[src/rtl/pipelined_instr_decoder.sv]
// Registered instruction decoder: valid/ready input, 1-cycle latency, main + skid output stage.
// Optional macro DECODER_STATS_EN adds handshake and illegal-instruction counters.
module pipelined_instr_decoder #(
    parameter int INSTR_W = 16,
    parameter int REG_AW  = 3,
    parameter int ADDR_W  = 8,
    parameter int OP_W    = 4,
    parameter int SHOW_OP = 5
) (
    input  logic              clk,
    input  logic              rst,
    input  logic              in_valid,
    output logic              in_ready,
    input  logic [INSTR_W-1:0] instr,
    input  logic              flush,
    output logic              out_valid,
    input  logic              out_ready,
    output logic [REG_AW-1:0] in1,
    output logic [REG_AW-1:0] in2,
    output logic [OP_W-1:0]   aluop,
    output logic [ADDR_W-1:0] data_addr,
    output logic              show,
    output logic              write,
    output logic              is_jump,
    output logic              is_jumpz,
    output logic              is_load,
    output logic              illegal
`ifdef DECODER_STATS_EN
    ,
    output logic [15:0]       instr_count,
    output logic [15:0]       illegal_count
`endif
);

    typedef struct packed {
        logic [REG_AW-1:0] in1;
        logic [REG_AW-1:0] in2;
        logic [OP_W-1:0]   aluop;
        logic [ADDR_W-1:0] data_addr;
        logic              show;
        logic              write;
        logic              is_jump;
        logic              is_jumpz;
        logic              is_load;
        logic              illegal;
    } dec_t;

    function automatic logic [INSTR_W-1:0] range_mask(input int lo, input int hi);
        logic [INSTR_W-1:0] m;
        m = '0;
        for (int i = 0; i < INSTR_W; i++) m[i] = (i >= lo) && (i <= hi);
        return m;
    endfunction

    // Reserved-bit masks may be empty when the instruction has no spare bits.
    localparam logic [INSTR_W-1:0] ALU_RSV = range_mask(2*REG_AW+OP_W, INSTR_W-2);
    localparam logic [INSTR_W-1:0] MEM_RSV = range_mask(ADDR_W+REG_AW, INSTR_W-4);

    function automatic dec_t decode(input logic [INSTR_W-1:0] w);
        dec_t d;
        d = '0;
        if (!w[INSTR_W-1]) begin
            d.in2     = w[REG_AW-1:0];
            d.in1     = w[2*REG_AW-1:REG_AW];
            d.aluop   = w[2*REG_AW+OP_W-1:2*REG_AW];
            d.illegal = |(w & ALU_RSV);
            d.show    = !d.illegal && (d.aluop == OP_W'(SHOW_OP));
        end else begin
            d.data_addr = w[ADDR_W-1:0];
            d.illegal   = |(w & MEM_RSV);
            case (w[INSTR_W-2:INSTR_W-3])
                2'b00: d.is_jump = !d.illegal;
                2'b01: begin d.in1 = w[ADDR_W+REG_AW-1:ADDR_W]; d.is_jumpz = !d.illegal; end
                2'b10: begin d.in1 = w[ADDR_W+REG_AW-1:ADDR_W]; d.write    = !d.illegal; end
                default: begin d.in1 = w[ADDR_W+REG_AW-1:ADDR_W]; d.is_load = !d.illegal; end
            endcase
        end
        return d;
    endfunction

    // Handshake: a transfer happens on an edge where valid && ready; valid is never
    // withdrawn by the decoder while out_ready=0, and in_ready depends only on state.
    dec_t main_q, main_n, skid_q, skid_n;
    logic main_valid, main_valid_n, skid_valid, skid_valid_n, ready_q;
    logic accept;

    assign accept = in_valid && ready_q;

    always_comb begin
        main_valid_n = main_valid;
        main_n       = main_q;
        skid_valid_n = skid_valid;
        skid_n       = skid_q;
        if (flush) begin
            main_valid_n = 1'b0;
            skid_valid_n = 1'b0;
        end else if (!main_valid || out_ready) begin
            if (skid_valid) begin
                main_valid_n = 1'b1;
                main_n       = skid_q;
                skid_valid_n = 1'b0;
            end else begin
                main_valid_n = accept;
                if (accept) main_n = decode(instr);
            end
        end else if (accept) begin
            skid_valid_n = 1'b1;
            skid_n       = decode(instr);
        end
    end

    always_ff @(posedge clk or posedge rst) begin
        if (rst) begin
            main_valid <= 1'b0;
            skid_valid <= 1'b0;
            main_q     <= '0;
            skid_q     <= '0;
            ready_q    <= 1'b0;
        end else begin
            main_valid <= main_valid_n;
            skid_valid <= skid_valid_n;
            main_q     <= main_n;
            skid_q     <= skid_n;
            ready_q    <= !skid_valid_n;
        end
    end

    assign in_ready  = ready_q;
    assign out_valid = main_valid;
    assign in1       = main_q.in1;
    assign in2       = main_q.in2;
    assign aluop     = main_q.aluop;
    assign data_addr = main_q.data_addr;
    assign show      = main_q.show;
    assign write     = main_q.write;
    assign is_jump   = main_q.is_jump;
    assign is_jumpz  = main_q.is_jumpz;
    assign is_load   = main_q.is_load;
    assign illegal   = main_q.illegal;

`ifdef DECODER_STATS_EN
    // A flush suppresses the output handshake, so flushed entries are never counted.
    always_ff @(posedge clk or posedge rst) begin
        if (rst) begin
            instr_count   <= '0;
            illegal_count <= '0;
        end else if (!flush && main_valid && out_ready) begin
            instr_count <= instr_count + 16'd1;
            if (main_q.illegal) illegal_count <= illegal_count + 16'd1;
        end
    end
`endif

endmodule

[config.mk]
export PLATFORM = sky130hd
export DESIGN_NAME = pipelined_instr_decoder
export DESIGN_NICKNAME = d
export VERILOG_FILES = /design/src/rtl/pipelined_instr_decoder.sv
export SDC_FILE = /design/constraint.sdc
export NUM_CORES = 1
export LEC_CHECK = 0
export ABC_AREA = 1
export BUFFER_PORTS_ARGS = -buffer_cell sky130_fd_sc_hd__buf_2
export CORE_UTILIZATION = 42
export DETAILED_ROUTE_END_ITERATION = 16
export PLACE_DENSITY = 0.61
export SETUP_SLACK_MARGIN = 0.3
export SLEW_MARGIN = 20
export SYNTH_ARGS = -nofsm -noshare
export SYNTH_HDL_FRONTEND = slang
export SYNTH_SLANG_ARGS = --single-unit
[constraint.sdc]
create_clock -name clk -period 3 [get_ports clk]
set_clock_uncertainty 0.1 [all_clocks]
set_input_delay 0.3 -clock clk [delete_from_list [all_inputs] [get_ports clk]]
set_output_delay 0.3 -clock clk [all_outputs]
set_load 0.02 [all_outputs]
-- Word-level counts from Yosys, hierarchy flattened
Index checks and enable logic that the tools add are counted.
Widths: inputs -> output; s select.
- bits in registers: 51
- input bits: 21
- output and inout port bits: 26
- logic and storage cells: 62
- equality and inequality tests: 3
- multiplexer cells: 19
- bitwise gates (word level): 2
- reductions and logical operators: 15
- operators by type and width (kind ; number):
    $mux 24 ; 2
    $mux 1 ; 12
    $mux 8 ; 1
    $mux 7 ; 1
    $mux 3 ; 2
    $reduce_and 3->1 ; 2
    $reduce_or 5->1 ; 1
    $eq 4x3->1 const B ; 1
    $logic_not 1->1 ; 4
    $mux 4 ; 1
    $reduce_bool 2->1 ; 2
    $reduce_or 3->1 ; 1
    $eq 2x1->1 const B ; 1
    $eq 2x2->1 const B ; 1
    $logic_and 1x1->1 ; 2
    $logic_not 2->1 ; 1
    $not 1->1 ; 2
    $reduce_or 2->1 ; 1
    $logic_or 1x1->1 ; 1

-- Depth between registers and ports, before layout
Gate-level depths: netlist (run 1).
- depth in word-level cells: 6
- mapped depth: 8
- gate-level depth less buffers: 7

-- Least setup slack after synthesis (run 1)
No wires, ideal clock.
- path kind: register -> register
- from: reg ready_q (netlist: in_ready)
- to: reg main_q (netlist bit aluop[0])
- setup time: 0.123 ns
- arrival time: 1.084 ns
- data required time: 2.777 ns
- setup slack: 1.692 ns
- cell stages (with the launch flop): 8
- buffers on the path: 2
- period minus slack after synthesis: 1.308 ns
- cell sequence: dfrtp_1 nand2_1 nand2_1 nand3_2 buf_6 buf_6 nand2_1 o21ai_1
- longest elaborated chain between the ends: 3
- ends and longest elaborated chain (element ; line ; text):
    start, declared ; 84 ; logic main_valid, main_valid_n, skid_valid, skid_valid_n, ready_q;
    start signal, assigned ; 124 ; ready_q <= !skid_valid_n;
    $logic_and 1x1->1 ; 87 ; assign accept = in_valid && ready_q;
    $reduce_bool 2->1 (no source line) ; - ;
    $reduce_and 3->1 (no source line) ; - ;
    end signal, assigned ; 122 ; main_q <= main_n;
    end, declared ; 83 ; dec_t main_q, main_n, skid_q, skid_n;
No other way between the ends.
A chain may end at the register's enable or synchronous reset.

-- Worst setup path after layout (run 1)
- from: reg ready_q (netlist: in_ready)
- to: reg main_q (netlist bit is_jumpz)
Same word-level chain as after synthesis.

==> results_dict.tcl, run 1 <==
set metrics [dict create \
    clkTransAtPathRegs_ps 90 \
    finalWirelength_um 4844 \
    nets 356 \
    p_int_mw 1.055 \
    seq_power_share_pct 55.0 \
    pre_cts_ws_ps 1133 \
    cts_setup_buffers 0 \
    switchingPower_mw 0.4629 \
    overflow 0 \
    clockPowerShare_pct 24.9 \
    finalPower_mw 1.518 \
    syn_area_um2 2350 \
    grt_pass1_vias 1844 \
    drcViolationCount 0 \
    start_util_pct 44.86 \
    tns_ps 0 \
    worstSetupStartpointType "flop" \
    p_leak_nw 1.509 \
    critical_path_arrival_ps 1970 \
    clock-sinks 51 \
    fin_crit_sh_pct 61.05 \
    path_max_fanout 48 \
    dp.cells 397 \
    syn_avg_cell_area_um2 7.938 \
    ant_nets 0 \
    rsz0062_at_grt "no" \
    antenna_found_initial 0 \
    area_delta_synth_final_pct 13.53 \
    syn_nets 317 \
    grt_max_degree 49 \
    cts_buffers 5 \
    ir_drop_uv 326.8 \
    grt_pass1_wl_um 8569 \
    outcome "finished clean" \
    core_area_um2 5238 \
    synth_cell_types 16 \
    fin_cells 406 \
    vias 1968 \
    via_per_inst 4.847 \
    dieArea_um2 5897 \
    powerDensity_nw_per_um2 568.9 \
    slew_headroom_pct 42.10 \
    drt_iter0_markers 133 \
    synth_seq_cells 51 \
    clk_path_buf_depth 2 \
    hold_viol 0 \
    multiInputGateArea_um2 910.9 \
    dpl-instance-area_um2 2572 \
    final_area_um2 2668 \
    drt-pass1-iter-count 4 \
    port_buffers 46 \
    swShare_pct 30.50 \
    post-route-util_pct 50.93 \
    ys.warnings.count 0 \
    register_area_um2 1276 \
    worst_pin_slew_ps 867.5 \
    cts_tree "built" \
    max_freq_mhz 546.0 \
    fin_ws_ps 1168 \
    cts_root_buffer "clkbuf_8" \
    fp.dieH_um 76.80 \
    syn_inst 296 \
    fin_crit_ps 1832 \
    wire_per_inst_um 11.93 \
    htree_levels 2 \
    fp-row-count 26 \
    comb_power_share_pct 20.0 \
    end_kind "flop" \
    setup_violations 0 \
    ctsResizeCount 0 \
    clkLatencyLatePin_ps 300 \
    hold_ws_ps 165.3 \
    path_class "flop to flop" \
    track_usage_pct 18.21 \
    crit_required_ps 3140 \
    holdCritPathClass "primary input to flop" \
    slew_viol_final 0 \
    nFillCells 537 \
    num_antenna_cells 0 \
    drive_above_1_share_pct 18.75 \
    ys_seq_area_share_pct 54.31 \
    die_w_um 76.80 \
    r2r_setup_slack_ps 1170 \
    place_hpwl_um 3309 \
    cap_violations 0 \
    io_pins 47 \
    gp_congestion 0.7225 \
]
## logic make-up (layout without fill, tap and decap cells)
| family | after synthesis | after routing | share of synthesized area (%) |
|---|---|---|---|
| AND/OR/NAND/NOR | 163 | 163 | 27.74 |
| AO/OA/AOI/OAI | 51 | 51 | 11.02 |
| flip-flops | 51 | 51 | 54.31 |
| buffers and inverters | 31 | 71 | 6.922 |
## power by group through the flow
stage                     clock (mW)  combinational, mW  sequential [mW]
after floorplan                    0              0.156            0.902
after global placement             0              0.301            0.845
after detailed placement           0              0.308            0.848
after CTS                      0.396              0.309            0.835
after global routing           0.426              0.348            0.850
final                          0.378              0.304            0.835
## cells in the mapped netlist, drive strengths merged
library cell,n,share of area (%)
nand2,125,20
dfrtp,51,54
o21ai,51,11
nor2,25,4.0
buf,16,4.5
inv,14,2.2
nand3,10,2.3
nand4,3,1.4
clkbuf,1,0.16
## final cells by class
type | count | area share [%]
clock buffers | 6 | 2.720
clock inverters | 2 | 0.4690
inverters | 14 | 1.970
multi-input cells | 214 | 34.15
flip-flops and latches | 51 | 47.84
well taps | 70 | 3.283
repair buffers | 49 | 9.568
## worst max-delay path: stages (launching register included)
cell	delay, ps
dfrtp_1	410
nand2_1	70
nand2_1	90
nand3_2	660
nor2_1	300
nand2_1	80
nand2_1	60
## per-layer routing
metal	GRT usage [%]	share of wire, %	up-vias
met5	0	0	-
met4	5.769	0.93	0
met3	3.452	4.5	4
met2	28.30	44	43
met1	25.56	50	908
li1	-	-	1013
## registers in the layout, indices dropped and copies added (netlist names)
register,flops
aluop,4
data_addr,8
illegal,1
in1,3
in2,3
in_ready,1
is_jump,1
is_jumpz,1
is_load,1
out_valid,1
show,1
skid_q,24
skid_valid,1
write,1
## repair_timing
item / in CTS / in global routing
endpoints found under the hold margin: 17 / 0
setup endpoints to repair: 0 / 0
hold buffers: 1 / 0
## path summary, 6_finish.rpt
kind,startpoint,to,cells after the start
setup / recovery,in_ready$_DFF_PP0_,is_jumpz$_DFFE_PP0P_,6
hold / removal,flush,out_valid$_DFFE_PP0P_,4
setup reg to reg,in_ready$_DFF_PP0_,is_jumpz$_DFFE_PP0P_,6
hold reg to reg,write$_DFFE_PP0P_,write$_DFFE_PP0P_,2
max in group asynchronous,rst,skid_q[20]$_DFFE_PP0P_,4
min in group asynchronous,rst,is_load$_DFFE_PP0P_,3
## placed cells by master (no fill, tap or decap)
cell,Yosys,layout
nand2_1,125,125
dfrtp_1,51,51
buf_2,10,46
o21ai_1,34,34
nor2_1,25,25
o21ai_0,16,16
inv_1,10,9
nand3_1,9,9
inv_2,4,5
clkbuf_8,0,5
nand4_1,2,2
buf_4,3,2
nand3_2,1,1
o21ai_2,1,1
nand4_4,1,1
clkbuf_1,1,1
clkinv_2,0,1
clkinvlp_4,0,1
dlygate4sd3_1,0,1
(Power assumes the default switching activity.)
==> run 2: changes to the inputs <==
--- a/config.mk
+++ b/config.mk
@@ -9,7 +9,7 @@
 export BUFFER_PORTS_ARGS = -buffer_cell sky130_fd_sc_hd__buf_2
 export CORE_UTILIZATION = 42
 export DETAILED_ROUTE_END_ITERATION = 16
-export PLACE_DENSITY = 0.61
+export PLACE_DENSITY = 0.63
 export SETUP_SLACK_MARGIN = 0.3
 export SLEW_MARGIN = 20
 export SYNTH_ARGS = -nofsm -noshare
==> constraint.sdc (replaced) <==
create_clock -name clk -period 1.6 [get_ports clk]
set_clock_uncertainty 0.1 [all_clocks]
set_input_delay 0.16 -clock clk [delete_from_list [all_inputs] [get_ports clk]]
set_output_delay 0.16 -clock clk [all_outputs]
set_load 0.02 [all_outputs]
==> results_dict.tcl, run 2 (synthesized netlist as in run 1, its figures left out) <==
set metrics [dict create \
    outcome "finished clean" \
    holdCritPathClass "primary input to flop" \
    critical-path-max-stage-delay_ps 410 \
    rsz0062_at_grt "yes" \
    crit_required_ps 1340 \
    cap_violations 0 \
    swShare_pct 31.05 \
    port_buffers 46 \
    crit_chain "buf_4, buf_2" \
    grt_pass1_vias 1899 \
    place_hpwl_um 3473 \
    drcViolationCount 0 \
    fp.dieH_um 76.80 \
    path_class "flop to primary output" \
    path_max_fanout 3 \
    largest_reg_flops 24 \
    seq_power_share_pct 53.6 \
    clkTransAtPathRegs_ps 90 \
    nets 370 \
    slew_headroom_pct 72.26 \
    wire_per_inst_um 12.64 \
    clk_path_buf_depth 2 \
    path_buf_inv 2 \
    worst_pin_slew_ps 416.1 \
    drt-pass1-iter-count 4 \
    clkLatencyLatePin_ps 310 \
    nFillCells 516 \
    via_per_inst 4.952 \
    final_cell_mix "nand2_1, dfrtp_1, buf_2, o21ai_1, nor2_1" \
    num_antenna_cells 0 \
    layout_commonest_cell "nand2_1" \
    clockPowerShare_pct 24.9 \
    p_int_mw 2.009 \
    grt_max_degree 34 \
    r2r_start "skid_valid$_DFF_PP0_" \
    finalPower_mw 2.913 \
    drive_above_1_share_pct 23.14 \
    ant_nets 0 \
    start_util_pct 44.86 \
    comb_power_share_pct 21.4 \
    core_area_um2 5238 \
    cts_root_buffer "clkbuf_8" \
    regMostFlops "skid_q" \
    switchingPower_mw 0.9046 \
    area_delta_synth_final_pct 21.73 \
    hold_viol 0 \
    worstSetupStartpointType "flop" \
    cts_tree "built" \
    io_pins 47 \
    grt_pass1_wl_um 8631 \
    fin_crit_ps 1279 \
    tns_ps 0 \
    hold_path.startpoint "instr[2]" \
    die_w_um 76.80 \
    clock-sinks 51 \
    slew_viol_final 0 \
    drt_iter0_markers 169 \
    fin_crit_sh_pct 79.94 \
    vias 2080 \
    finalWirelength_um 5310 \
    powerDensity_nw_per_um2 1019 \
    gp_congestion 0.8077 \
    cts_buffers 5 \
    htree_levels 2 \
    setup_violations 0 \
    antenna_found_initial 0 \
    crit_path_start "in_ready$_DFF_PP0_" \
    dieArea_um2 5897 \
    max_freq_mhz 781.8 \
    ir_drop_uv 502.3 \
    post-route-util_pct 54.61 \
    end_kind "primary output" \
    cpMaxStageDelayCell "dfrtp_2" \
    track_usage_pct 18.43 \
    fp-row-count 26 \
    overflow 0 \
    p_leak_nw 1.602 \
    critical-path-top-delay-family "flip-flops" \
    critical_path_arrival_ps 1020 \
]
-- run 2: per-stage QoR --
stage               setup WS, ps  cell area (µm²)  instances  hold slack (ps)
finish                     321.0             2860        420            35.64
global route               284.9             2860        420            23.90
CTS                        315.6             2766        416            20.41
detailed placement         260.4             2643        404            130.5
global placement           284.4             2643        404            125.9
floorplan                  317.8             2355        296            108.7
-- run 2: layer usage --
layer  track usage, %  part of all wire [%]
met3            3.571                   4.2
met4            5.192                   1.5
met5                0                     0
met1            25.38                    49
met2            29.46                    45
-- run 2: path summary, 6_finish.rpt --
path,end,slack (ps),cells after the start
setup / recovery,in_ready,320,2
hold / removal,skid_q[8]$_DFFE_PP0P_,40,3
setup reg to reg,is_jump$_DFFE_PP0P_,370,7
hold reg to reg,is_load$_DFFE_PP0P_,380,2
max in group asynchronous,in_ready$_DFF_PP0_,670,4
min in group asynchronous,in2[1]$_DFFE_PP0P_,340,4
-- run 2: power groups by stage --
stage	clock network (mW)	registers (mW)	logic, mW
final	0.726	1.56	0.625
after global routing	0.798	1.59	0.705
after CTS	0.751	1.56	0.599
after detailed placement	0	1.59	0.592
after global placement	0	1.58	0.584
after floorplan	0	1.69	0.293
-- run 2: area by class of cell --
type                    instances  area (µm²)  share of cell area [%]
multi-input cells             215       935.9                   32.72
flip-flops and latches         51        1277                   44.66
clock inverters                 3       15.01                  0.5249
clock buffers                   5       68.82                   2.406
well taps                      70       87.58                   3.062
inverters                      14       56.30                   1.969
repair buffers                 62       419.2                   14.65
-- run 2: timing repair --
item,CTS,global route
hold buffers,1,0
setup buffers,3,1
endpoints found under the hold margin,51,0
cloned,0,3
setup endpoints to repair,16,34
gates resized for setup,2,6
-- run 2: tightest hold or removal path, stage by stage --
cell and delay (ps):
buf_2 110, nand2_1 80, o21ai_1 70
==> run 3: changes to the inputs <==
==> constraint.sdc (replaced) <==
create_clock -name clk -period 1.1 [get_ports clk]
set_clock_uncertainty 0.1 [all_clocks]
set_input_delay 0.11 -clock clk [delete_from_list [all_inputs] [get_ports clk]]
set_output_delay 0.11 -clock clk [all_outputs]
set_load 0.02 [all_outputs]
==> results_dict.tcl, run 3 (synthesized netlist as in run 1, its figures left out) <==
set metrics [dict create \
    outcome "finished, violations left" \
    violations "negative hold slack, negative setup slack" \
    via_per_inst 4.834 \
    grt_pass1_vias 1905 \
    clock-sinks 51 \
    ir_drop_uv 689.1 \
    p_int_mw 3.239 \
    critical_path_arrival_ps 1360 \
    core_area_um2 5238 \
    crit_chain "nand2_4, nand3_4, buf_12, nand2_1, o21ai_1" \
    cap_violations 0 \
    wire_per_inst_um 12.88 \
    drive_above_1_share_pct 35.95 \
    largest_reg_flops 24 \
    cp_num_cells 5 \
    drcViolationCount 0 \
    path_max_fanout 28 \
    fp-row-count 26 \
    overflow 0 \
    rsz0062_at_grt "yes" \
    ant_nets 0 \
    cts_tree "built" \
    start_util_pct 44.86 \
    setup_violations 49 \
    cts_buffers 5 \
    track_usage_pct 19.99 \
    path_class "flop to flop" \
    die_w_um 76.80 \
    p_leak_nw 1.772 \
    port_buffers 46 \
    max_freq_mhz 781.9 \
    worstSetupStartpointType "flop" \
    switchingPower_mw 1.397 \
    fin_crit_ps 1279 \
    holdCritPathClass "primary input to async pin" \
    worst_pin_slew_ps 293.2 \
    critical-path-max-stage-delay_ps 440 \
    fin_cells 440 \
    clkLatencyLatePin_ps 300 \
    end_kind "flop" \
    critical-path-top-delay-family "flip-flops" \
    regMostFlops "skid_q" \
    cts_root_buffer "clkbuf_8" \
    dieArea_um2 5897 \
    layout_commonest_cell "nand2_1" \
    io_pins 47 \
    clockPowerShare_pct 22.4 \
    swShare_pct 30.13 \
    r2r_cells 5 \
    gp_congestion 0.8283 \
    area_delta_synth_final_pct 41.27 \
    pre_cts_ws_ps -185.1 \
    drt-pass1-iter-count 4 \
    hold_viol 52 \
    fin_ws_ps -178.9 \
    grt_max_degree 29 \
    hold_ws_ps -346.1 \
    finalWirelength_um 5667 \
    final_cell_mix "nand2_1, dfrtp_1, o21ai_1, buf_6, buf_4" \
    slew_viol_final 0 \
    path_buf_inv 1 \
    clk_path_buf_depth 2 \
    place_hpwl_um 3705 \
    comb_power_share_pct 27.6 \
    num_antenna_cells 0 \
    fp.dieH_um 76.80 \
    drt_iter0_markers 206 \
    clkTransAtPathRegs_ps 90 \
    slew_headroom_pct 80.41 \
    cpMaxStageDelayCell "dfrtp_2" \
    grt_pass1_wl_um 9259 \
    dp.cells 410 \
    powerDensity_nw_per_um2 1397 \
    seq_power_share_pct 50.0 \
    antenna_found_initial 0 \
    nets 390 \
    vias 2127 \
    fin_crit_sh_pct 116.3 \
    htree_levels 2 \
    crit_required_ps 1180 \
]
==> run 3: changes by cell type in the layout (fill, tap and decap cells not counted), sizes merged <==
| cell | before | now |
|---|---|---|
| buf | 59 | 83 |
| clkinv | 3 | 1 |
| dlygate4sd3 | 1 | 0 |
| nand4 | 4 | 3 |
==> run 3: worst register-to-register path, stage by stage (launching register included) <==
cell and delay, ps:
dfrtp_2 440, nand2_4 110, nand3_4 160, buf_12 210, nand2_1 70, o21ai_1 60
==> run 3: worst paths after layout <==
check | start | end | slack [ps]
hold reg to reg | skid_q[23]$_DFFE_PP0P_ | skid_q[23]$_DFFE_PP0P_ | 390
setup reg to reg | out_valid$_DFFE_PP0P_ | in2[1]$_DFFE_PP0P_ | -180
min in group clk | instr[2] | skid_q[8]$_DFFE_PP0P_ | 0
max in group asynchronous | rst | illegal$_DFFE_PP0P_ | 780
hold / removal | rst | aluop[1]$_DFFE_PP0P_ | -350
setup / recovery | out_valid$_DFFE_PP0P_ | in2[1]$_DFFE_PP0P_ | -180
==> run 3: power by group through the flow <==
| stage | registers, mW | clock network (mW) | logic [mW] |
|---|---|---|---|
| final | 2.32 | 1.04 | 1.28 |
| after global routing | 2.36 | 1.16 | 1.40 |
| after CTS | 2.31 | 1.08 | 1.16 |
| after detailed placement | 2.31 | 0 | 0.888 |
| after global placement | 2.30 | 0 | 0.878 |
| after floorplan | 2.46 | 0 | 0.427 |
==> run 3: area by class of cell <==
class | count | area, µm²
multi-input cells | 214 | 1042
repair buffers | 83 | 770.7
inverters | 14 | 58.81
clock inverters | 1 | 5.005
fillers | 469 | 1918
well taps | 70 | 87.58
clock buffers | 7 | 76.32
flip-flops and latches | 51 | 1279
==> run 3: per-stage QoR <==
stage	setup TNS [ps]	util, %	hold slack, ps	total power, mW	instance area [µm²]
4_1_cts	-5449	59.96	-347.4	4.546	3141
3_5_place_dp	-3553	52.10	-16.31	3.201	2729
5_1_grt	-9331	63.38	-347.7	4.911	3319
6_report	-6456	63.38	-346.1	4.636	3319
3_3_place_gp	-2507	52.10	-15.07	3.181	2729
2_1_floorplan	-4434	-	58.65	2.888	2377
==> run 3: per-layer routing <==
metal | wire length [µm] | global-route usage, % | up-vias
met2 | 2651 | 29.38 | 49
met3 | 215 | 3.571 | 6
met5 | 0 | 0 | -
li1 | - | - | 1080
met4 | 57 | 6.154 | 0
met1 | 2741 | 29.80 | 992
==> run 3: what timing repair did <==
item,CTS,global route
setup buffers,12,9
hold endpoints to repair,59,40
pin swaps,13,5
gates resized for setup,67,36
setup endpoints to repair,77,77
cloned,1,0
